===== src/rtl/dynamic_buff.sv =====
// rtl/dynamic_buff.sv - multi-FIFO buffer sharing one linked-list entry pool
//
// Purpose:
//   NUMFIFO logical FIFOs share NUMADDR data entries. Each FIFO is a linked
//   list (head, tail, count). Each entry has a next pointer. Unused entries
//   sit on a free list that is built by an INIT pass after reset.
//   Optional macro DYNAMIC_BUFF_RECYCLE_EN: a push while full is accepted
//   when a legal pop happens in the same cycle. The popped entry is handed
//   straight to the push.
//
// Ports:
//   clk, rst    clock, synchronous active-high reset
//   ready       high once the free list is built
//   push/pu_prt/pu_din   append pu_din to FIFO pu_prt
//   pop/po_prt/po_dout   remove the head of FIFO po_prt; data shown the same cycle
//   full        free list empty
//   free_cnt    number of free entries
//   fifo_empty  per-FIFO empty flags
//   err         one-cycle pulse after an illegal push or pop
module dynamic_buff #(
  parameter int NUMADDR = 32,
  parameter int BITDATA = 4,
  parameter int NUMFIFO = 8,
  parameter int BITADDR = $clog2(NUMADDR),
  parameter int BITFIFO = $clog2(NUMFIFO),
  parameter int BITCNT  = $clog2(NUMADDR + 1)
) (
  input  logic               clk,
  input  logic               rst,
  output logic               ready,
  input  logic               push,
  input  logic [BITFIFO-1:0] pu_prt,
  input  logic [BITDATA-1:0] pu_din,
  input  logic               pop,
  input  logic [BITFIFO-1:0] po_prt,
  output logic [BITDATA-1:0] po_dout,
  output logic               full,
  output logic [BITCNT-1:0]  free_cnt,
  output logic [NUMFIFO-1:0] fifo_empty,
  output logic               err
);

  localparam logic [BITADDR-1:0] LAST = BITADDR'(NUMADDR - 1);

  typedef enum logic {ST_INIT, ST_RUN} state_t;

  state_t             state_q;
  logic [BITADDR-1:0] init_q;
  logic [BITADDR-1:0] next_q [NUMADDR];
  logic [BITDATA-1:0] data_q [NUMADDR];
  logic [BITADDR-1:0] head_q [NUMFIFO];
  logic [BITADDR-1:0] tail_q [NUMFIFO];
  logic [BITCNT-1:0]  cnt_q  [NUMFIFO];
  logic [BITADDR-1:0] free_head_q;
  logic [BITCNT-1:0]  free_cnt_q;
  logic               ready_q;
  logic               err_q;

  logic [BITCNT-1:0]  cnt_po;
  logic [BITCNT-1:0]  cnt_pu;
  logic [BITADDR-1:0] h;
  logic [BITADDR-1:0] a;
  logic [BITADDR-1:0] tail_pu;
  logic               is_full;
  logic               pop_ok;
  logic               push_ok;
  logic               recycle;
  logic               same;
  logic               op_err;

  always_comb begin
    cnt_po  = cnt_q[po_prt];
    cnt_pu  = cnt_q[pu_prt];
    h       = head_q[po_prt];
    tail_pu = tail_q[pu_prt];
    is_full = (free_cnt_q == '0);
    pop_ok  = ready_q & pop & (cnt_po != '0);
`ifdef DYNAMIC_BUFF_RECYCLE_EN
    push_ok = ready_q & push & (~is_full | pop_ok);
`else
    push_ok = ready_q & push & ~is_full;
`endif
    // Only reachable when full: the push reuses the entry freed by the pop.
    recycle = push_ok & is_full;
    a       = recycle ? h : free_head_q;
    same    = push_ok & pop_ok & (pu_prt == po_prt);
    op_err  = ready_q & ((push & ~push_ok) | (pop & ~pop_ok));
  end

  always_ff @(posedge clk) begin
    if (rst) begin
      state_q     <= ST_INIT;
      init_q      <= '0;
      free_head_q <= '0;
      free_cnt_q  <= '0;
      ready_q     <= 1'b0;
      err_q       <= 1'b0;
      for (int i = 0; i < NUMFIFO; i++) cnt_q[i] <= '0;
    end else begin
      err_q <= 1'b0;
      case (state_q)
        ST_INIT: begin
          // Chain every entry into the free list. The last next pointer is never followed.
          next_q[init_q] <= (init_q == LAST) ? '0 : init_q + BITADDR'(1);
          free_cnt_q     <= free_cnt_q + BITCNT'(1);
          init_q         <= init_q + BITADDR'(1);
          if (init_q == LAST) begin
            state_q <= ST_RUN;
            ready_q <= 1'b1;
          end
        end
        ST_RUN: begin
          err_q <= op_err;
          if (pop_ok) begin
            head_q[po_prt] <= next_q[h];
            cnt_q[po_prt]  <= cnt_po - BITCNT'(1);
          end
          if (push_ok) begin
            data_q[a]      <= pu_din;
            tail_q[pu_prt] <= a;
            if (same) begin
              // Count is unchanged. With one entry, the old tail is the popped head,
              // so the new entry becomes both head and tail and the link is skipped.
              cnt_q[pu_prt] <= cnt_pu;
              if (cnt_po == BITCNT'(1)) head_q[pu_prt] <= a;
              else next_q[tail_pu] <= a;
            end else begin
              cnt_q[pu_prt] <= cnt_pu + BITCNT'(1);
              if (cnt_pu == '0) head_q[pu_prt] <= a;
              else next_q[tail_pu] <= a;
            end
          end
          if (!recycle) begin
            if (push_ok && pop_ok) begin
              // The popped entry replaces the allocated entry at the free-list head.
              next_q[h]   <= next_q[a];
              free_head_q <= h;
            end else if (push_ok) begin
              free_head_q <= next_q[a];
              free_cnt_q  <= free_cnt_q - BITCNT'(1);
            end else if (pop_ok) begin
              next_q[h]   <= free_head_q;
              free_head_q <= h;
              free_cnt_q  <= free_cnt_q + BITCNT'(1);
            end
          end
        end
        default: state_q <= ST_INIT;
      endcase
    end
  end

  assign ready    = ready_q;
  assign err      = err_q;
  assign full     = is_full;
  assign free_cnt = free_cnt_q;
  assign po_dout  = data_q[h];

  for (genvar g = 0; g < NUMFIFO; g++) begin : g_empty
    assign fifo_empty[g] = (cnt_q[g] == '0);
  end

endmodule


===== config.mk =====
export PLATFORM = sky130hd
export DESIGN_NAME = dynamic_buff
export DESIGN_NICKNAME = d
export VERILOG_FILES = /design/src/rtl/dynamic_buff.sv
export SDC_FILE = /design/constraint.sdc
export NUM_CORES = 1
export LEC_CHECK = 0
export ABC_CLOCK_PERIOD_IN_PS = 6400
export BUFFER_PORTS_ARGS = -buffer_cell sky130_fd_sc_hd__buf_2
export CAP_MARGIN = 10
export CORE_MARGIN = 2
export CORE_UTILIZATION = 45
export DETAILED_ROUTE_END_ITERATION = 7
export GPL_TIMING_DRIVEN = 0
export SETUP_SLACK_MARGIN = 0.2
export SLEW_MARGIN = 20
export SYNTH_ARGS = -nofsm -noshare
export SYNTH_HDL_FRONTEND = slang
export SYNTH_SLANG_ARGS = --single-unit

===== constraint.sdc =====
create_clock -name clk -period 6.4 [get_ports clk]
set_input_delay 0.64 -clock clk [delete_from_list [all_inputs] [get_ports clk]]
set_output_delay 0.64 -clock clk [all_outputs]
set_load 0.05 [all_outputs]

== After elaboration in Yosys (flattened, before gate mapping) ==
Memories as Yosys holds them, arrays and structs flattened.
Index checks and enable logic that the tools add are counted.

* Reduce and logical (&&, ||, !) cells: 20
* Bitwise logic cells: 20
* Add/subtract/negate cells: 5
* Eq/ne operators: 6
* Mux-type cells: 83

{| class="wikitable"
|+ Operators by type and width
! cell !! count
|-
| $mux 1 || 63
|-
| $logic_not 6->1 || 10
|-
| $mux 5 || 10
|-
| $mux 6 || 7
|-
| $add 6x1->6 const B || 2
|-
| $pmux 6 s2 || 1
|-
| $reduce_or 6->1 || 2
|-
| $sub 6x1->6 const B || 2
|-
| $and 1x1->1 || 10
|-
| $eq 6x1->1 const B || 1
|-
| $mux 3 || 2
|-
| $reduce_and 3->1 || 2
|-
| $reduce_bool 6->1 || 1
|-
| $add 5x1->5 const B || 1
|-
| $eq 5x5->1 const B || 1
|-
| $not 1->1 || 5
|-
| $or 1x1->1 || 5
|-
| $reduce_or 5->1 || 1
|-
| $ne 2x2->1 const B || 2
|-
| $eq 3x3->1 || 1
|-
| $ne 3x1->1 const B || 1
|-
| $reduce_bool 3->1 || 1
|-
| $reduce_and 2->1 || 1
|-
| $reduce_or 2->1 || 1
|-
| $logic_and 1x1->1 || 1
|}

* Flip-flop bits (word level): 19
* Bits of input ports: 14
* Logic and storage cells: 145
* Output and inout port bits: 21
* Bits in writable memories: 416
* Memories: 5

{| class="wikitable"
|+ Memories
! memory !! depth !! width !! read ports !! clocked after Yosys merged registers in !! write ports !! RTL line !! RTL
|-
| next_q || 32 || 5 || 2 || 0 || 2 || 49 || <nowiki>logic [BITADDR-1:0] next_q [NUMADDR];</nowiki>
|-
| data_q || 32 || 4 || 1 || 0 || 1 || 50 || <nowiki>logic [BITDATA-1:0] data_q [NUMADDR];</nowiki>
|-
| cnt_q || 8 || 6 || 10 || 0 || 8 || 53 || <nowiki>logic [BITCNT-1:0] cnt_q [NUMFIFO];</nowiki>
|-
| head_q || 8 || 5 || 1 || 0 || 2 || 51 || <nowiki>logic [BITADDR-1:0] head_q [NUMFIFO];</nowiki>
|-
| tail_q || 8 || 5 || 1 || 0 || 1 || 52 || <nowiki>logic [BITADDR-1:0] tail_q [NUMFIFO];</nowiki>
|}

== Logic depth before layout (Yosys ltp) ==
Gate-level depths: netlist of run 1.

* Depth in word-level cells: 13
* Gate-level depth with buffers: 16
* Gate-level depth less buffers: 12

== Worst setup path after synthesis of run 1 ==
Ideal clock, no wire load.

* Path type: input port to flip-flop
* Start: input port po_prt[1]
* End: memory next_q[2][0] (netlist name), enable pin
* Required time: 6,026 ps
* Buffers on the path: 5
* Library setup time: 374 ps
* Setup slack: 2,239 ps
* Arrival: 3,788 ps
* Cell stages on the path: 14
* Cell sequence: buf_4 -> buf_6 -> buf_1 -> mux4_2 -> mux2i_1 -> ha_1 -> nand3_2 -> o21a_1 -> o211a_2 -> buf_6 -> buf_2 -> nor2_1 -> a32oi_1 -> o21ai_0

{| class="wikitable"
|+ RTL lines
! item !! RTL line !! RTL
|-
| start, declared || 35 || <nowiki>input logic [BITFIFO-1:0] po_prt,</nowiki>
|-
| end, declared || 49 ||
|}

==> impl_metrics.csv, run 1 <==
group,metric,value,unit
final_layout,fillCellCount,4543,
placed_design,hpwl,63500,um
setup_path,reg2reg_from,"cnt_q[5][0]",
sta,rsz0062_at_grt,"no",
logic_synthesis,synth-seq-cells,435,
sta,setup_viol,0,
logic_synthesis,synthTopCellsByArea,"edfxtp_1, mux4_2, mux2i_1",
worst_hold_path,min-delay-start,"push",
logic_synthesis,ys_warn_count,0,
power,vdd_drop_max,227,uV
run_status,outcome,"complete, no violations",
sta,slew_viol_final,0,
detailed_routing,firstDrtPassIters,7,
global_route,antenna_found_initial,2,
detailed_routing,postRouteAntennaNets,0,
clock_network,hold_buffers,0,
final_layout,drive_above_1_share,0.162,
clock_network,clock_latency,0.64,ns
floorplan,core_area,0.0516,mm^2
clock_network,h-tree-depth,2,
logic_synthesis,syn-cell-area,0.0236,mm^2
global_route,overflow,0,
floorplan,ioPinCount,35,
clock_network,root_buffer,"clkbuf_16",
worst_hold_path,worstHoldPathType,"input pin to flip-flop",
floorplan,die_h,233,um
worst_hold_path,whs_endpoint,"err",
sta,tightest_slew,1.23,ns
power,p_per_area,262,mW/mm^2
sta,period_minus_slack,5.19,ns
detailed_routing,vias,19000,
setup_path,r2r_cells,10,
logic_synthesis,synth_top_area_frac,0.529,
placed_design,io_buffers,30,
sta,fmax,193,MHz
logic_synthesis,async_flop_share,0,
final_layout,syn_to_final_growth,11.0,%
setup_path,start_kind,"input pin",
logic_synthesis,synth_most_common_cell,"edfxtp_1",
logic_synthesis,synth_top_area_cell,"edfxtp_1",
setup_path,r2r_end,"next_q[14][1]",
logic_synthesis,synthesis.nets,2101,
setup_path,critPathMaxFanout,10,
clock_network,cts_tree,"built",
worst_hold_path,whs_path_depth,3,
logic_synthesis,synth_common_cells,"edfxtp_1, nand2_1, nor2_1, a21oi_1, nand3_1",
detailed_routing,finalWirelength,87100,um
logic_synthesis,synth-edff-count,416,
logic_synthesis,synth_ff_type,"edfxtp_1",
setup_path,worstPathArrival,5.53,ns
sta,finalWorstSetupSlack,1.21,ns
final_layout,fin_cells,2876,
placed_design,gp_congestion,1.05,
setup_path,crit_required,6.74,ns
placed_design,dp_slack,0.729,ns
floorplan,fp.dieW,233,um
global_route,grt_max_degree,33,
global_route,grtUsageTotal,0.322,
detailed_routing,drt_iter0_markers,2775,
detailed_routing,via_per_inst,6.59,
detailed_routing,wire_per_inst,30.3,um
sta,hold_viol,0,
setup_path,critical_path_class,"input pin to flip-flop",
clock_network,postCtsSetupBuffers,0,
clock_network,cts.sinks,435,
sta,slew_headroom,0.176,
logic_synthesis,seq_area_frac_synth,0.545,
sta,final.period_utilization,0.811,
setup_path,worst_setup_path_end_kind,"flip-flop",
power,p_leak,9.18,nW
floorplan,initial_core_util,0.458,
sta,holdWs,0.413,ns
floorplan,num_rows,83,
clock_network,cts_inserted_buffers,48,
clock_network,clkTransAtPathRegs,0.06,ns
global_route,grt_pass1_wl,125000,um
clock_network,clk_path_buf_depth,3,
logic_synthesis,avgSynthCellArea,11.4,um^2
floorplan,dieArea,0.0543,mm^2
setup_path,reg2reg_slack,1.65,ns
logic_synthesis,synthDistinctLibCells,87,
sta,fin_skew,0.0347,ns
global_route,grt_pass1_vias,18100,
clock_network,cts_resized,0,
final_layout,layout.nets,2183,
detailed_routing,drc_errors,0,
sta,fin_setup_tns,0,ns
final_layout,antenna_cells,0,
placed_design,dp_cells,2791,
run,cap_violations,0,
logic_synthesis,synth_cells,2079,
[kinds of logic (layout without fill, tap and decap cells)]
kind of cell             Yosys count  in the layout  share of synthesized area
multiplexers                     212            212                      0.132
AND/OR/NAND/NOR                  795            795                      0.160
adder cells (fa/ha/maj)            9              9                    0.00466
buffers and inverters            176            293                     0.0360
flip-flops                       435            435                      0.545
XOR/XNOR                          24             24                    0.00969
AO/OA/AOI/OAI                    428            428                      0.113
[registers in the layout (all words and copies together), names as in the netlist]
register and count:
err 1, tail_q 40, head_q 40, init_q 5, state_q 1, data_q 128
free_cnt 6, next_q 160, free_head_q 5, ready 1, cnt_q 48
[report_power, final]
| part | internal, mW | leakage (nW) | switching, mW |
|---|---|---|---|
| Clock | 1.58 | 0.748 | 1.22 |
| Sequential | 3.16 | 4.06 | 0.0238 |
| Combinational | 0.255 | 4.37 | 0.625 |
[cell type report]
class | count | area (um^2) | share of cell area
plain buffers | 150 | 753 | 0.0287
clock buffers | 55 | 1230 | 0.0468
clock inverters | 30 | 328 | 0.0125
inverters | 26 | 97.6 | 0.00372
multi-input cells | 1468 | 9930 | 0.379
flip-flops and latches | 435 | 12900 | 0.491
well taps | 680 | 851 | 0.0324
repair buffers | 32 | 169 | 0.00644
[per-stage QoR]
| stage | power (mW) | area (um^2) | utilization |
|---|---|---|---|
| 2_1_floorplan | 3.78 | 23600 | - |
| 3_3_place_gp | 4.08 | 24600 | 0.477 |
| 3_5_place_dp | 4.09 | 24700 | 0.478 |
| 4_1_cts | 6.84 | 26200 | 0.508 |
| 5_1_grt | 7.02 | 26200 | 0.508 |
| 6_report | 6.87 | 26200 | 0.508 |
[cell usage in the layout, fill, tap and decap left out, types with 13 or more instances in the layout]
master	count
and3_1	23
nand4_1	18
o21ai_0	69
a211oi_1	18
or3_1	14
clkbuf_16	48
nor3_2	18
nand2_1	273
nor3_1	23
o21bai_1	13
a31oi_1	27
nand3_1	116
edfxtp_1	416
dfxtp_1	19
xnor2_1	13
mux4_2	71
o22ai_1	55
inv_1	25
mux2_2	17
a21oi_1	132
buf_2	89
nor2_1	229
mux2i_1	113
clkbuf_1	67
o21ai_1	21
a21oi_2	27
[worst max-delay path, cell delays in order]
cell,delay (ns)
buf_2,0.14
buf_6,0.18
buf_2,0.38
buf_2,0.38
nor2_1,0.13
a22o_1,0.24
a211oi_1,0.46
ha_1,0.33
nand3_2,0.20
o2111ai_1,0.59
buf_4,0.38
nor2_2,0.13
mux2i_1,0.60
buf_2,0.62
a21oi_2,0.10
[layer usage]
| metal | routed length, um | part of all wire | global-route usage |
|---|---|---|---|
| met5 | 23 | 0.00026 | 0 |
| met4 | 4720 | 0.054 | 0.157 |
| met1 | 34600 | 0.40 | 0.437 |
| met3 | 8930 | 0.10 | 0.0647 |
| met2 | 38800 | 0.45 | 0.495 |
[worst max path at each step]
stage | start | end | slack (ns) | cells past startpoint
after floorplan | po_prt[1] | next_q[2][0] | 2.24 | 14
after global placement | po_prt[0] | next_q[31][2] | 0.49 | 14
after detailed placement | po_prt[0] | next_q[24][1] | 0.73 | 15
after CTS | po_prt[0] | next_q[24][2] | 1.32 | 15
after global routing | po_prt[0] | po_dout[2] | 1.16 | 13
final | po_prt[0] | next_q[14][1] | 1.21 | 15
No activity file was read; power rests on OpenSTA's default activity.
==> inputs of run 2 (changes only) <==
--- a/config.mk
+++ b/config.mk
@@ -5,7 +5,7 @@
 export SDC_FILE = /design/constraint.sdc
 export NUM_CORES = 1
 export LEC_CHECK = 0
-export ABC_CLOCK_PERIOD_IN_PS = 6400
+export ABC_CLOCK_PERIOD_IN_PS = 4720
 export BUFFER_PORTS_ARGS = -buffer_cell sky130_fd_sc_hd__buf_2
 export CAP_MARGIN = 10
 export CORE_MARGIN = 2
==> constraint.sdc (replaced) <==
create_clock -name clk -period 4.72 [get_ports clk]
set_input_delay 0.472 -clock clk [delete_from_list [all_inputs] [get_ports clk]]
set_output_delay 0.472 -clock clk [all_outputs]
set_load 0.05 [all_outputs]
==> impl_metrics.csv, run 2 (synthesis gave the netlist of run 1 again) <==
group,metric,value,unit
final_layout,layout.nets,2187,
detailed_routing,vias,18800,
floorplan,initial_core_util,0.458,
sta,tightest_slew,1.23,ns
detailed_routing,firstDrtPassIters,6,
power,p_leak,9.27,nW
setup_path,cp_num_buf_inv,2,
setup_path,r2r_end,"next_q[19][4]",
clock_network,cts_tree,"built",
global_route,grt_pass1_vias,18100,
detailed_routing,drc_errors,0,
placed_design,dp_slack,-0.783,ns
setup_path,crit_chain,"mux4_2 -> mux2_2 -> buf_2 -> nor3_1 -> and3_1 -> a31oi_1 -> nand4_1 -> buf_2",
power,power,9.32,mW
setup_path,crit_required,4.25,ns
final_layout,top_register,"next_q",
setup_path,worst_setup_path_end_kind,"primary output",
sta,fmax,221,MHz
final_layout,largest_reg_flops,160,
floorplan,num_rows,83,
final_layout,largestRegisters,"next_q x160, data_q x128, cnt_q x48",
power,p_sw,2.54,mW
power,combinationalPowerShare,0.129,
power,pwr-share-seq,0.463,
global_route,grtUsageTotal,0.322,
sta,holdWs,0.245,ns
detailed_routing,finalWirelength,87000,um
sta,setup_viol,0,
clock_network,h-tree-depth,2,
run_status,outcome,"complete, no violations",
placed_design,io_buffers,30,
setup_path,critPathMostFrequentCell,"buf_2",
sta,slew_headroom,0.172,
clock_network,cts_inserted_buffers,48,
power,clock_power_share,0.408,
floorplan,ioPinCount,35,
setup_path,slowest_delay,1.00,ns
clock_network,root_buffer,"clkbuf_16",
final_layout,mostFrequentLayoutCells,"edfxtp_1, nand2_1, nor2_1",
clock_network,clock_latency,0.64,ns
setup_path,worst_path_max_delay_cell,"nor3_1",
clock_network,clkTransAtPathRegs,0.06,ns
worst_hold_path,worstHoldPathType,"input pin to flip-flop",
sta,fin_skew,0.0352,ns
sta,hold_viol,0,
final_layout,syn_to_final_growth,11.8,%
worst_hold_path,min-delay-start,"push",
sta,finalWorstSetupSlack,0.202,ns
sta,period_minus_slack,4.52,ns
sta,fin_setup_tns,0,ns
global_route,antenna_found_initial,2,
clock_network,clk_path_buf_depth,3,
setup_path,critical_path_class,"flip-flop to primary output",
floorplan,die_h,233,um
power,p_per_area,353,mW/mm^2
run,cap_violations,0,
clock_network,hold_buffers,0,
global_route,overflow,0,
sta,slew_viol_final,0,
detailed_routing,via_per_inst,6.54,
power,internal-power,6.78,mW
floorplan,dieArea,0.0543,mm^2
setup_path,reg2reg_from,"free_head_q[0]",
setup_path,reg2reg_slack,0.25,ns
sta,final.period_utilization,0.957,
clock_network,cts.sinks,435,
global_route,grt_pass1_wl,125000,um
final_layout,fin_util,0.512,
setup_path,worstPathArrival,4.05,ns
power,swShare,0.272,
floorplan,fp.dieW,233,um
placed_design,gp_congestion,1.05,
detailed_routing,wire_per_inst,30.2,um
global_route,grt_max_degree,33,
power,vdd_drop_max,307,uV
placed_design,hpwl,63500,um
setup_path,critPathMaxFanout,10,
detailed_routing,postRouteAntennaNets,0,
setup_path,r2r_cells,9,
final_layout,drive_above_1_share,0.178,
floorplan,core_area,0.0516,mm^2
setup_path,start_kind,"flip-flop",
sta,rsz0062_at_grt,"yes",
final_layout,final_common_cell,"edfxtp_1",
detailed_routing,drt_iter0_markers,2827,
worst_hold_path,whs_endpoint,"err",
setup_path,critPathTopFamily,"simple AND/OR/NAND/NOR gates",
worst_hold_path,whs_path_depth,3,
==> run 2: cell types whose count changed in the layout (fill, tap and decap cells not counted), sizes merged <==
cell	before	now
clkbuf	115	120
buf	122	121
diode	0	1
==> run 2: worst max path at each step <==
stage / startpoint / to / slack [ns] / depth (start not counted)
final: head_q[7][4] / po_dout[3] / 0.20 / 8
after global routing: pu_prt[0] / next_q[13][0] / 0.19 / 14
after CTS: po_prt[0] / next_q[17][1] / 0.12 / 14
after detailed placement: po_prt[0] / next_q[24][1] / -0.78 / 15
after global placement: po_prt[0] / next_q[31][2] / -1.02 / 14
after floorplan: po_prt[1] / next_q[2][0] / 0.73 / 14
==> run 2: final cells by class <==
| cell class | instances | area [um^2] |
|---|---|---|
| Inverter | 26 | 97.6 |
| Clock inverter | 30 | 328 |
| Tap cell | 680 | 851 |
| Fill cell | 4538 | 25200 |
| Antenna cell | 1 | 2.50 |
| Multi-Input combinational cell | 1468 | 10100 |
| Buffer | 150 | 778 |
| Clock buffer | 55 | 1230 |
| Sequential cell | 435 | 12900 |
| Timing Repair Buffer | 36 | 199 |
==> run 2: worst min-delay path: cells and delay by family <==
kind | cells | cell delay (ns)
AO/OA/AOI/OAI | 1 | 0.12
buffers and inverters | 1 | 0.09
AND/OR/NAND/NOR | 1 | 0.15
==> run 2: per-stage QoR <==
stage,cells,area [um^2]
2_1_floorplan,2079,23600
3_3_place_gp,2789,24600
3_5_place_dp,2791,24700
4_1_cts,2876,26300
5_1_grt,2880,26400
6_report,2881,26400
==> run 2: metal layers <==
metal,track usage,up-vias,share of wire
met4,0.156,2,0.056
met2,0.495,1193,0.45
li1,-,8043,-
met3,0.0651,264,0.10
met5,0,-,0.00017
met1,0.437,9347,0.39
==> run 2: power by group through the flow <==
stage / sequential (mW) / combinational (mW) / clock, mW
after global routing: 4.31 / 1.27 / 3.96
after CTS: 4.31 / 1.16 / 3.81
final: 4.31 / 1.21 / 3.80
after detailed placement: 4.39 / 1.15 / 0
after floorplan: 4.38 / 0.742 / 0
after global placement: 4.39 / 1.14 / 0
==> run 2: repair_timing <==
action,CTS,global route
buffers inserted,0,4
pin swaps,0,1
setup endpoints to repair,161,241
hold endpoints to repair,0,0
gates resized for setup,18,38
==> inputs of run 3 (changes only) <==
--- a/config.mk
+++ b/config.mk
@@ -8,12 +8,12 @@
 export ABC_CLOCK_PERIOD_IN_PS = 4720
 export BUFFER_PORTS_ARGS = -buffer_cell sky130_fd_sc_hd__buf_2
 export CAP_MARGIN = 10
-export CORE_MARGIN = 2
+export CORE_MARGIN = 10
 export CORE_UTILIZATION = 45
 export DETAILED_ROUTE_END_ITERATION = 7
 export GPL_TIMING_DRIVEN = 0
 export SETUP_SLACK_MARGIN = 0.2
-export SLEW_MARGIN = 20
+export SLEW_MARGIN = 0
 export SYNTH_ARGS = -nofsm -noshare
 export SYNTH_HDL_FRONTEND = slang
 export SYNTH_SLANG_ARGS = --single-unit
==> impl_metrics.csv, run 3 (synthesis gave the netlist of run 1 again) <==
group,metric,value,unit
final_layout,largest_reg_flops,160,
final_layout,mostFrequentLayoutCells,"edfxtp_1, nand2_1, nor2_1",
final_layout,final_common_cell,"edfxtp_1",
power,p_leak,9.29,nW
final_layout,fillCellCount,4536,
setup_path,worst_path_max_delay_cell,"a211oi_1",
detailed_routing,firstDrtPassIters,8,
clock_network,clkTransAtPathRegs,0.06,ns
sta,hold_viol,0,
clock_network,cts_inserted_buffers,47,
global_route,grtUsageTotal,0.275,
sta,fin_skew,0.0319,ns
final_layout,drive_above_1_share,0.178,
final_layout,antenna_cells,0,
detailed_routing,vias,18800,
detailed_routing,wire_per_inst,30.6,um
sta,rsz0062_at_grt,"no",
power,swShare,0.271,
final_layout,layout.nets,2187,
power,vdd_drop_max,245,uV
global_route,met3_usage,0.0709,
power,clock_power_share,0.406,
clock_network,cts.sinks,435,
power,internal-power,6.79,mW
sta,slew_viol_final,0,
floorplan,dieArea,0.0621,mm^2
setup_path,worstPathArrival,3.96,ns
floorplan,num_rows,83,
global_route,grt-busiest-layer,"met2",
detailed_routing,drc_errors,0,
setup_path,worst_setup_path_end_kind,"primary output",
floorplan,die_h,249,um
global_route,antenna_found_initial,0,
detailed_routing,postRouteAntennaNets,0,
setup_path,critPathMaxFanout,10,
setup_path,crit_required,4.25,ns
power,p_sw,2.52,mW
clock_network,clk_path_buf_depth,3,
sta,slew_headroom,0.191,
global_route,grt_pass1_wl,127000,um
placed_design,gp_congestion,1.00,
floorplan,fp.dieW,249,um
setup_path,slowest_delay,0.52,ns
floorplan,ioPinCount,35,
detailed_routing,drt_iter0_markers,2768,
placed_design,dp_cells,2792,
clock_network,clock_latency,0.62,ns
detailed_routing,via_per_inst,6.53,
run,cap_violations,0,
sta,setup_viol,0,
global_route,grt_max_degree,33,
clock_network,h-tree-depth,2,
floorplan,core_area,0.0516,mm^2
setup_path,critical_path_class,"flip-flop to primary output",
final_layout,syn_to_final_growth,11.9,%
sta,period_minus_slack,4.43,ns
global_route,gr-usage-met2,0.425,
run_status,outcome,"complete, no violations",
final_layout,seqCellArea,0.0129,mm^2
final_layout,top_register,"next_q",
global_route,use_met1,0.362,
placed_design,io_buffers,30,
final_layout,fin_util,0.512,
global_route,grt_pass1_vias,18200,
clock_network,root_buffer,"clkbuf_16",
setup_path,crit_chain,"mux4_2 -> mux2_2 -> buf_2 -> buf_2 -> buf_2 -> mux2i_1 -> a211oi_1 -> a31oi_1 -> nand4_1 -> buf_2",
setup_path,start_kind,"flip-flop",
power,combinationalPowerShare,0.132,
clock_network,cts_tree,"built",
worst_hold_path,worstHoldPathType,"input pin to flip-flop",
sta,fmax,226,MHz
floorplan,initial_core_util,0.458,
global_route,overflow,0,
power,power,9.32,mW
setup_path,critPathMostFrequentCell,"buf_2",
power,pwr-share-seq,0.462,
sta,tightest_slew,1.20,ns
placed_design,hpwl,64600,um
final_layout,fin_cells,2880,
power,p_per_area,352,mW/mm^2
final_layout,largestRegisters,"next_q x160, data_q x128, cnt_q x48",
detailed_routing,finalWirelength,88100,um
sta,final.period_utilization,0.938,
final_layout,multi_input_area,0.0101,mm^2
==> run 3: changes by cell type in the layout (fill, tap and decap cells not counted), moves of 3 or more <==
cell / delta
buf_2: +3
clkbuf_1: +3
clkinv_2: -5
nor3_2: -3
o21bai_2: +3
o22ai_1: -3
o22ai_2: +3
==> run 3: final timing paths <==
path / startpoint / end / slack, ns / depth (start not counted)
setup reg to reg: free_head_q[0] / next_q[5][4] / 0.44 / 9
setup / recovery: head_q[0][0] / po_dout[3] / 0.29 / 10
hold reg to reg: free_cnt[4] / free_cnt[4] / 0.57 / 2
hold / removal: push / err / 0.26 / 3
==> run 3: area by class of cell <==
cell class	count	area share
sequential	435	0.487
clock buffer	60	0.0471
inverter	26	0.00369
multi-input combinational	1468	0.382
clock inverter	24	0.0115
tap	680	0.0322
buffer	150	0.0294
timing repair buffer	37	0.00757
==> run 3: metrics by stage <==
step	hold slack (ns)	setup TNS (ns)	setup slack, ns	instance area, um^2
after CTS	0.245	0	0.0894	26300
after global routing	0.273	0	0.237	26400
final	0.264	0	0.291	26400
after floorplan	0.561	0	0.727	23600
after detailed placement	0.561	-141.48	-0.883	24700
after global placement	0.545	-194.91	-1.36	24600
==> run 3: routing by layer <==
metal / vias to the layer above / share of wire / wire, um
li1: 8030 / - / -
met3: 217 / 0.12 / 10600
met5: - / 0 / 0
met4: 0 / 0.045 / 3930
met2: 1284 / 0.45 / 39500
met1: 9261 / 0.39 / 34000
==> run 3: power by group through the flow <==
| stage | logic, mW | clock network (mW) | registers [mW] |
|---|---|---|---|
| global placement | 1.15 | 0 | 4.39 |
| CTS | 1.18 | 3.80 | 4.31 |
| detailed placement | 1.16 | 0 | 4.39 |
| global route | 1.29 | 3.95 | 4.31 |
| finish | 1.23 | 3.78 | 4.31 |
| floorplan | 0.742 | 0 | 4.38 |
==> run 3: repair_timing <==
action | in CTS | in global routing
setup buffers | 3 | 0
gates resized for setup | 26 | 37
hold buffers | 0 | 0
setup endpoints to repair | 160 | 191
pin swaps | 1 | 0
==> run 3: critical path: cells and delay by family (launching register included) <==
family                 cells  cell delay [ns]
muxes                      3             1.01
AOI/OAI and AO/OA          2             0.67
and+or+nand+nor            1             0.20
DFF                        1             0.39
buffers and inverters      4             1.05
